$ cat src/rtl/hough_vote_ctrl_pkg.sv
// Shared definitions for the Hough transform vote controller: FSM encoding,
// coordinate width and the default theta sweep length.
package hough_vote_ctrl_pkg;

  localparam int COORD_W         = 8;
  localparam int THETA_STEPS_DEF = 32;

  typedef enum logic [1:0] {
    ST_IDLE = 2'd0,
    ST_SCAN = 2'd1,
    ST_VOTE = 2'd2,
    ST_DONE = 2'd3
  } hv_state_e;

endpackage

$ cat src/rtl/hough_coord_track.sv
// Tracks the raster position of accepted pixel beats and captures the length
// of each completed row.
module hough_coord_track
  import hough_vote_ctrl_pkg::*;
(
  input  logic               Clk,
  input  logic               nReset,
  input  logic               accept,
  input  logic               Line,
  input  logic               clear,
  output logic [COORD_W-1:0] column,
  output logic [COORD_W-1:0] row,
  output logic [COORD_W-1:0] Width
);

  logic [COORD_W-1:0] column_q, column_d;
  logic [COORD_W-1:0] row_q, row_d;
  logic [COORD_W-1:0] width_q, width_d;

  // Width deliberately ignores clear so it survives from one frame to the next.
  always_comb begin
    column_d = column_q;
    row_d    = row_q;
    width_d  = width_q;
    if (clear) begin
      column_d = '0;
      row_d    = '0;
    end else if (accept) begin
      if (Line) begin
        column_d = '0;
        row_d    = row_q + COORD_W'(1);
        width_d  = column_q + COORD_W'(1);
      end else begin
        column_d = column_q + COORD_W'(1);
      end
    end
  end

  always_ff @(posedge Clk or negedge nReset) begin
    if (!nReset) begin
      column_q <= '0;
      row_q    <= '0;
      width_q  <= '0;
    end else begin
      column_q <= column_d;
      row_q    <= row_d;
      width_q  <= width_d;
    end
  end

  assign column = column_q;
  assign row    = row_q;
  assign Width  = width_q;

endmodule

$ cat src/rtl/hough_vote_ctrl.sv
// Hough vote controller: scans a pixel stream and, for every edge pixel,
// issues THETA_STEPS votes (one per theta bin) to an accumulator.
module hough_vote_ctrl
  import hough_vote_ctrl_pkg::*;
#(
  parameter int THETA_STEPS = THETA_STEPS_DEF,
  parameter int TW          = 5
) (
  input  logic               nReset,
  input  logic               Clk,
  input  logic               Start,
  input  logic               PixelValid,
  output logic               PixelReady,
  input  logic               Edge,
  input  logic               Line,
  input  logic               Last,
  output logic               VoteValid,
  input  logic               VoteReady,
  output logic [COORD_W-1:0] VoteX,
  output logic [COORD_W-1:0] VoteY,
  output logic [TW-1:0]      Theta,
  output logic [COORD_W-1:0] Width,
  output logic               Busy,
  output logic               FrameDone
);

  localparam logic [TW-1:0] THETA_LAST = TW'(THETA_STEPS - 1);

  hv_state_e          state_q, state_d;
  logic [COORD_W-1:0] vote_x_q, vote_x_d;
  logic [COORD_W-1:0] vote_y_q, vote_y_d;
  logic [TW-1:0]      theta_q, theta_d;
  logic               pend_last_q, pend_last_d;
  logic               frame_done_q, frame_done_d;

  logic               accept;
  logic               clear;
  logic [COORD_W-1:0] column;
  logic [COORD_W-1:0] row;

  assign accept = (state_q == ST_SCAN) && PixelValid;
  assign clear  = (state_q == ST_IDLE) && Start;

  hough_coord_track u_coord (
    .Clk    (Clk),
    .nReset (nReset),
    .accept (accept),
    .Line   (Line),
    .clear  (clear),
    .column (column),
    .row    (row),
    .Width  (Width)
  );

  // An edge on the frame's final beat still gets its full vote sweep; the
  // pending-last flag remembers to finish the frame once the sweep ends.
  always_comb begin
    state_d      = state_q;
    vote_x_d     = vote_x_q;
    vote_y_d     = vote_y_q;
    theta_d      = theta_q;
    pend_last_d  = pend_last_q;
    frame_done_d = 1'b0;
    case (state_q)
      ST_IDLE: begin
        if (Start) state_d = ST_SCAN;
      end
      ST_SCAN: begin
        if (accept) begin
          if (Edge) begin
            vote_x_d    = column;
            vote_y_d    = row;
            theta_d     = '0;
            pend_last_d = Last;
            state_d     = ST_VOTE;
          end else if (Last) begin
            state_d = ST_DONE;
          end
        end
      end
      ST_VOTE: begin
        if (VoteReady) begin
          if (theta_q != THETA_LAST) begin
            theta_d = theta_q + TW'(1);
          end else begin
            state_d = pend_last_q ? ST_DONE : ST_SCAN;
          end
        end
      end
      ST_DONE: begin
        pend_last_d = 1'b0;
        state_d     = ST_IDLE;
      end
      default: state_d = ST_IDLE;
    endcase
    frame_done_d = (state_d == ST_DONE);
  end

  always_ff @(posedge Clk or negedge nReset) begin
    if (!nReset) begin
      state_q      <= ST_IDLE;
      vote_x_q     <= '0;
      vote_y_q     <= '0;
      theta_q      <= '0;
      pend_last_q  <= 1'b0;
      frame_done_q <= 1'b0;
    end else begin
      state_q      <= state_d;
      vote_x_q     <= vote_x_d;
      vote_y_q     <= vote_y_d;
      theta_q      <= theta_d;
      pend_last_q  <= pend_last_d;
      frame_done_q <= frame_done_d;
    end
  end

  assign PixelReady = (state_q == ST_SCAN);
  assign VoteValid  = (state_q == ST_VOTE);
  assign Busy       = (state_q != ST_IDLE);
  assign FrameDone  = frame_done_q;
  assign VoteX      = vote_x_q;
  assign VoteY      = vote_y_q;
  assign Theta      = theta_q;

endmodule
$ cat config.mk
export PLATFORM = sky130hd
export DESIGN_NAME = hough_vote_ctrl
export DESIGN_NICKNAME = d
export VERILOG_FILES = /design/src/rtl/hough_vote_ctrl_pkg.sv /design/src/rtl/hough_coord_track.sv /design/src/rtl/hough_vote_ctrl.sv
export SDC_FILE = /design/constraint.sdc
export NUM_CORES = 1
export LEC_CHECK = 0
export CORE_ASPECT_RATIO = 1.75
export CORE_UTILIZATION = 30
export DETAILED_ROUTE_END_ITERATION = 10
export GPL_ROUTABILITY_DRIVEN = 0
export REMOVE_ABC_BUFFERS = 1
export SLEW_MARGIN = 20
export SYNTH_ARGS = -nofsm -noshare
export SYNTH_HDL_FRONTEND = slang
export SYNTH_SLANG_ARGS = --single-unit
$ cat constraint.sdc
create_clock -name Clk -period 2.61 [get_ports Clk]
set_input_delay 0.261 -clock Clk [delete_from_list [all_inputs] [get_ports Clk]]
set_output_delay 0.261 -clock Clk [all_outputs]
set_load 0.01 [all_outputs]
; Yosys cells after proc, flatten, opt, wreduce, memory -nomap -nowiden
; Index checks and enable logic that the tools add are counted.
[totals]
in_bits = 8
ff_bits = 49
[classes]
eq_ne = 9
bitwise_logic = 1
n_reduce_logical = 13
n_mux = 22
addsub = 3
[op_table]
columns = cell, count
row1 = $mux W8, 6
row2 = $mux W5, 4
row3 = $add A8 B1 Y8 const B, 2
row4 = $mux W2, 7
row5 = $pmux W5 S2, 1
row6 = $reduce_bool A2 Y1, 5
row7 = $reduce_and A3 Y1, 3
row8 = $ne A2 B1 Y1 const B, 4
row9 = $pmux W2 S4, 1
row10 = $eq A2 B2 Y1 const B, 3
row11 = $add A5 B1 Y5 const B, 1
row12 = $ne A5 B5 Y1 const B, 1
row13 = $reduce_and A5 Y1, 1
row14 = $eq A2 B1 Y1 const B, 1
row15 = $logic_and A1 B1 Y1, 2
row16 = $logic_not A2 Y1, 1
row17 = $mux W1, 2
row18 = $pmux W1 S2, 1
row19 = $reduce_and A2 Y1, 1
row20 = $not A1 Y1, 1

; Longest topological paths before layout
; Gate-level depths: netlist (run 1).
[depth]
word_depth = 5
depth_mapped = 9

; Hierarchy
; From an unflattened synthesis (run 1), not the netlist that was laid out.
[unflattened]
hier_cells = 233
area_unflattened_um2 = 2457.4
[modules_own_cells]
columns = mod, n_inst, area_each_um2, cells_per_inst
row1 = hough_vote_ctrl, 1, 1246.2, 105
row2 = hough_coord_track, 1, 1211.2, 128

; Least setup slack after synthesis (run 1)
; Ideal clock, no wire load.
[synth_timing]
kind = register to register
start = register theta_q[0], in the netlist Theta[0]
end = register theta_q[3], in the netlist Theta[3]
path_buffers = 0
stages_incl_launch_ff = 8
arrival_ps = 1805
required_time_ps = 2527
setup_slack_ps = 723
setup_time_ps = 83
path_cell_list = dfrtp_1 ha_1 and3_1 ha_1 nor2b_1 nand4_1 or3_1 o21ai_0
[synth_between]
elab_chain_cells = 4
[synth_rtl]
columns = element, line_no
row1 = start: declaration, hough_vote_ctrl.sv:32  ; logic [TW-1:0] theta_q, theta_d;
row2 = start signal: assignment, hough_vote_ctrl.sv:111  ; theta_q <= theta_d;
row3 = $add A5 B1 Y5, hough_vote_ctrl.sv:84  ; theta_d = theta_q + TW'(1);
row4 = $mux W5, hough_vote_ctrl.sv:83  ; if (theta_q != THETA_LAST) begin
row5 = $mux W5, hough_vote_ctrl.sv:82  ; if (VoteReady) begin
row6 = $pmux W5 S2, hough_vote_ctrl.sv:64  ; case (state_q)
; Several ways; a longest one is shown, not always the timed one. The select of a mux whose other input is x is not followed.
; A chain may end at the register's enable or synchronous reset.

; Final worst setup path (run 1)
[layout_timing]
start = register state_q[1]
end = output port PixelReady
[layout_between]
elab_chain_cells = 1
[layout_rtl]
columns = element, line_no
row1 = start: declaration, hough_vote_ctrl.sv:29  ; hv_state_e state_q, state_d;
row2 = start signal: assignment, hough_vote_ctrl.sv:108  ; state_q <= state_d;
row3 = $eq A2 B1 Y1, hough_vote_ctrl.sv:117  ; assign PixelReady = (state_q == ST_SCAN);
row4 = end: declaration, hough_vote_ctrl.sv:13  ; output logic PixelReady,
; Every way passes these cells.

==> results of run 1 <==
## routing by layer
layer / vias up / track usage (%)
met5: - / 0
met3: 6 / 3.67
met2: 38 / 23.2
met4: 0 / 5.36
met1: 881 / 15.5
li1: 852 / -
## sequential cells by signal, indices dropped and copies added, names as in the netlist
register and flops:
u_coord.column 8, VoteX 8, u_coord.Width 8, VoteY 8
pend_last_q 1, state_q 2, FrameDone 1, Theta 5
u_coord.row 8
## power by group through the flow
| stage | clock [mW] | combinational, mW | sequential, mW |
|---|---|---|---|
| floorplan | 0 | 0.444 | 0.967 |
| global placement | 0 | 0.767 | 0.967 |
| detailed placement | 0 | 0.772 | 0.970 |
| CTS | 0.844 | 0.779 | 0.957 |
| global route | 0.880 | 0.865 | 0.967 |
| finish | 0.827 | 0.772 | 0.954 |
## cell type report
| cell class | count | share of cell area, % |
|---|---|---|
| clock buffer | 5 | 4.17 |
| clock inverter | 3 | 2.17 |
| inverter | 7 | 0.876 |
| multi-input combinational | 154 | 34.4 |
| sequential | 49 | 40.9 |
| tap | 88 | 3.67 |
| timing repair buffer | 42 | 13.8 |
## synthesized netlist by cell type (3+ instances only)
| cell type | number |
|---|---|
| or3_1 | 4 |
| o21ai_0 | 23 |
| nand4_1 | 6 |
| inv_1 | 7 |
| xnor2_1 | 6 |
| buf_2 | 4 |
| ha_1 | 9 |
| nand3_1 | 6 |
| nand2_1 | 26 |
| xor2_1 | 6 |
| mux2_2 | 15 |
| nor2b_1 | 3 |
| nor2_1 | 11 |
| a21oi_1 | 10 |
| dfrtp_1 | 49 |
## stage by stage
stage | instance area (um^2) | power, mW
floorplan | 2280 | 1.41
global placement | 2800 | 1.73
detailed placement | 2800 | 1.74
CTS | 3000 | 2.58
global route | 3000 | 2.71
finish | 3000 | 2.55
## critical path: stages, from the launching register on
cell             delay [ns]
dfrtp_1                0.43
inv_1                  0.11
ha_1                   0.40
clkdlybuf4s50_1        0.62
## cell families (layout without fill, tap and decap cells)
logic type / after synthesis / in the layout / synth area share (%)
DFF: 49 / 49 / 52.5
muxes: 17 / 17 / 8.09
and+or+nand+nor: 72 / 72 / 15.7
adders and majority gates: 9 / 9 / 4.82
xor gates and xnor gates: 12 / 12 / 4.50
buffers and inverters: 15 / 57 / 3.32
AOI/OAI and AO/OA: 44 / 44 / 11.1
## layout by cell type (no fill, tap or decap), types with 2 or more instances in the layout
master / n
dfrtp_1: 49
clkdlybuf4s50_1: 39
nand2_1: 26
o21ai_0: 23
mux2_2: 15
nor2_1: 11
a21oi_1: 10
ha_1: 9
inv_1: 7
nand4_1: 6
nand3_1: 6
xnor2_1: 6
xor2_1: 6
clkbuf_16: 5
or3_1: 4
nor2b_1: 3
mux2i_1: 2
and2_1: 2
nor4_1: 2
nor3_1: 2
a21o_1: 2
o31ai_1: 2
bufinv_16: 2
## worst max-delay path by stage
stage | start | endpoint | slack [ns] | cells past startpoint
after floorplan | Theta[0] | Theta[3] | 0.72 | 7
after global placement | state_q[1] | u_coord.Width[1] | 0.58 | 5
after detailed placement | PixelValid | u_coord.Width[1] | 0.55 | 4
after CTS | state_q[1] | PixelReady | 0.47 | 3
after global routing | state_q[1] | u_coord.Width[1] | 0.38 | 5
final | state_q[1] | PixelReady | 0.49 | 3
## timing repair
action / CTS / global route
hold buffers: 1 / 0
hold endpoints to repair: 17 / 0
setup endpoints to repair: 0 / 0
resized for setup: 0 / 0
==> results.py, run 1 <==
metrics = {
    "sta": {
        "rsz0062_at_grt": "false",
        "drv_slew": 0,
        "finalSetupTns_ns": 0,
        "whs_ns": 0.444,
        "setup_ws_ns": 0.489,
        "fmax_mhz": 471,
        "period_needed_ns": 2.12,
        "skew_ns": 0.00480,
        "setup_viol": 0,
        "max_slew_margin_pct": 66.3,
        "finalCritPeriodShare_pct": 81.3,
        "hold_viol": 0,
        "worst_pin_slew_ns": 0.505,
    },
    "clock_tree": {
        "cts_buffer_depth": 2,
        "numCtsBuffers": 5,
        "clockRootBuffer": "clkbuf_16",
        "insertion_delay_ns": 0.29,
        "htreeDepth": 2,
        "post_cts_buffers": 0,
        "clk_pin_slew_ns": 0.07,
        "cts_tree": "yes",
        "cts_sinks": 49,
    },
    "yosys": {
        "ys_seq_elements": 49,
        "synth_edf_count": 0,
        "yosysTopAreaCell": "dfrtp_1",
        "synth_area_um2": 2340,
        "synth_ff_type": "dfrtp_1",
        "seq_area_frac_synth_pct": 52.5,
        "async_reset_ff_share_pct": 100,
        "syn_inst": 218,
        "yosysTopAreaCellShare_pct": 52.5,
        "ys_types": 41,
        "synth_area_per_cell_um2": 10.7,
        "synthTopCellsByArea": "dfrtp_1 (52%), mux2_2 (7.2%), o21ai_0 (4.9%)",
        "synth_warnings": 0,
    },
    "grt": {
        "antenna_found_initial": 0,
        "grt_start_max_net_pins": 33,
        "track_usage_pct": 13.6,
        "overflow": 0,
        "grt_pass1_vias": 1709,
        "grt_pass1_wl_um": 8220,
    },
    "power": {
        "leakagePower_nw": 1.33,
        "internal_power_mw": 1.76,
        "p_comb_share_pct": 30.2,
        "switching_power_mw": 0.796,
        "swShare_pct": 31.2,
        "clockPowerShare_pct": 32.4,
        "irDropWorstVdd_uv": 546,
        "power.density_nw_per_um2": 852,
        "power_frac_seq_pct": 37.4,
    },
    "finish": {
        "drive_above_1_share_pct": 11.5,
        "fillers": 777,
        "diodes": 0,
        "final_nets": 276,
        "syn2layout_area_growth_pct": 28.3,
        "multi_input_area_um2": 1030,
        "final_util_pct": 39.6,
        "ff_latch_area_um2": 1230,
        "finalNonFillerCells": 348,
    },
    "setup_path": {
        "r2r-start": "state_q[1]",
        "critical_path_class": "flop to output pin",
        "reg2regPathDepth": 5,
        "rr_endpoint": "u_coord.Width[1]",
        "cp-end-kind": "output pin",
        "timing.critical_path.required_ns": 2.35,
        "arrival_ns": 1.86,
        "startpoint_type": "flop",
        "worst-path-max-fanout": 11,
        "reg2reg_slack_ns": 0.54,
    },
    "route": {
        "wl_met1_um": 2020,
        "post_drt_wl_per_cell_um": 14.2,
        "wl_met3_um": 219,
        "vias": 1777,
        "wl_met2_um": 2610,
        "finalWirelength_um": 4940,
        "viasPerCell": 5.11,
        "antenna_left": 0,
        "initialDrtViolationCount": 106,
        "dr.pass1.iters": 4,
        "top_layer": "met4",
        "route.detailed.drc": 0,
    },
    "placed_design": {
        "pre_cts_slack_ns": 0.553,
        "io_buffer_count": 40,
        "placed_cells_incl_taps": 339,
        "dp_hpwl_um": 3630,
    },
    "die": {
        "die_w_um": 68.7,
        "initial_core_util_pct": 30.9,
        "die_area_um2": 8160,
        "core_um2": 7570,
        "io_pins": 41,
        "die-height_um": 119,
        "rows": 42,
    },
    "outcome": {
        "outcome": "finished, final reports clean",
    },
    "job": {
        "cap_viol_max_count": 0,
    },
    "min_path": {
        "hold_path.class": "input pin to async pin",
    },
}
No activity file was read; power rests on OpenSTA's default activity.
==> run 2, diff against run 1 <==
clock period = 2 ns   (was 2.61 ns; I/O delays follow)
==> results.py, run 2 (same netlist as run 1, synthesis figures left out) <==
metrics = {
    "setup_path": {
        "cp_cell_sequence": "inv_2, ha_4, buf_4, clkdlybuf4s50_1",
        "timing.critical_path.required_ns": 1.80,
        "worst-path-max-fanout": 7,
        "cp_top_family": "buffers and inverters",
        "r2r-start": "state_q[0]",
        "startpoint": "state_q[1]",
        "crit_buf_inv": 3,
        "slowest_stage": "clkdlybuf4s50_1",
        "startpoint_type": "flop",
        "arrival_ns": 1.70,
        "reg2reg_slack_ns": 0.13,
        "cp-end-kind": "output pin",
        "worst_path_largest_cell_delay_ns": 0.54,
        "critical_path_class": "flop to output pin",
    },
    "grt": {
        "grt_pass1_vias": 1727,
        "grt_pass1_wl_um": 8580,
        "antenna_found_initial": 0,
        "track_usage_pct": 14.2,
        "grt_start_max_net_pins": 50,
        "overflow": 0,
    },
    "sta": {
        "hold_viol": 0,
        "worst_pin_slew_ns": 0.425,
        "skew_ns": 0.00399,
        "drv_slew": 0,
        "fmax_mhz": 526,
        "period_needed_ns": 1.90,
        "max_slew_margin_pct": 71.7,
        "setup_ws_ns": 0.0996,
        "finalCritPeriodShare_pct": 95.0,
        "rsz0062_at_grt": "false",
        "finalSetupTns_ns": 0,
        "setup_viol": 0,
    },
    "finish": {
        "final_cell_mix": "dfrtp_1 (48), clkdlybuf4s50_1 (39), nand2_1 (26), o21ai_0 (23), mux2_2 (15)",
        "final_nets": 283,
        "ff_latch_area_um2": 1230,
        "fillers": 773,
        "drive_above_1_share_pct": 15.7,
        "finalNonFillerCells": 355,
        "final_util_pct": 40.3,
        "diodes": 0,
        "multi_input_area_um2": 1050,
        "final_common_cell": "dfrtp_1",
        "syn2layout_area_growth_pct": 30.4,
    },
    "power": {
        "total_power_mw": 3.18,
        "leakagePower_nw": 1.35,
        "irDropWorstVdd_uv": 613,
        "power.density_nw_per_um2": 1040,
    },
    "die": {
        "io_pins": 41,
        "rows": 42,
        "core_um2": 7570,
        "die_w_um": 68.7,
        "initial_core_util_pct": 30.9,
        "die-height_um": 119,
        "die_area_um2": 8160,
    },
    "outcome": {
        "outcome": "finished, final reports clean",
    },
    "clock_tree": {
        "cts_tree": "yes",
        "cts_sinks": 49,
        "post_cts_buffers": 0,
        "insertion_delay_ns": 0.29,
        "htreeDepth": 2,
        "numCtsBuffers": 5,
        "clockRootBuffer": "clkbuf_16",
        "cts_buffer_depth": 2,
        "clk_pin_slew_ns": 0.07,
    },
    "placed_design": {
        "pre_cts_slack_ns": 0.0906,
        "placed_cells_incl_taps": 346,
        "dp_hpwl_um": 3670,
        "io_buffer_count": 40,
    },
    "route": {
        "route.detailed.drc": 0,
        "dr.pass1.iters": 4,
        "vias": 1776,
        "post_drt_wl_per_cell_um": 14.1,
        "viasPerCell": 5.00,
        "initialDrtViolationCount": 97,
        "antenna_left": 0,
        "finalWirelength_um": 5010,
    },
    "min_path": {
        "hold_path.class": "input pin to async pin",
    },
    "job": {
        "cap_viol_max_count": 0,
    },
}
-- run 2: changes by cell type in the layout (fill, tap and decap cells not counted) --
cell / change
buf_12: +2
buf_4: +5
bufinv_16: -2
clkinv_2: +1
clkinvlp_4: +1
dfrtp_1: -1
dfrtp_2: +1
ha_1: -2
ha_2: +1
ha_4: +1
inv_1: -1
inv_2: +1
nor2b_1: -1
nor2b_2: +1
-- run 2: final timing paths --
check                                     to  cells past startpoint
min in group Clk            u_coord.Width[4]                      2
min reg2reg                 u_coord.Width[4]                      2
min                                 VoteY[5]                      3
max reg2reg                u_coord.column[7]                      6
max                               PixelReady                      4
max in group asynchronous         state_q[0]                      3
-- run 2: report_power, final --
part | internal [mW] | switching (mW) | total, mW
clock | 0.459 | 0.368 | 0.827
sequential | 1.12 | 0.119 | 1.24
combinational | 0.536 | 0.577 | 1.11
-- run 2: layer usage --
layer  vias up  track usage, %  part of all wire, %  routed length [um]
met4         0            6.12                  2.2                 109
met3         6            3.57                  3.7                 186
met1       872            17.8                   43                2170
met5         -               0                    0                   0
li1        862               -                    -                   -
met2        36            22.4                   51                2550
-- run 2: tightest hold or removal path, stage by stage --
cell	delay, ns
dlygate4sd3_1	0.53
buf_2	0.12
buf_12	0.25
-- run 2: what timing repair did --
action,in CTS,in global routing
hold endpoints to repair,49,0
setup endpoints to repair,1,6
resized for setup,2,4
hold buffers,1,0
-- run 2: layout make-up --
cell class                      count  share of cell area (%)
Clock buffer                        5                    4.11
Tap cell                           88                    3.61
Inverter                            7                   0.862
Clock inverter                      3                   0.575
Multi-Input combinational cell    154                    34.5
Timing Repair Buffer               49                    16.1
Sequential cell                    49                    40.3
-- run 2: metrics by stage --
stage	instance area, um^2	hold slack [ns]
floorplan	2280	-0.0956
global placement	2880	0.211
detailed placement	2880	0.209
CTS	3040	0.435
global route	3050	0.462
finish	3050	0.428
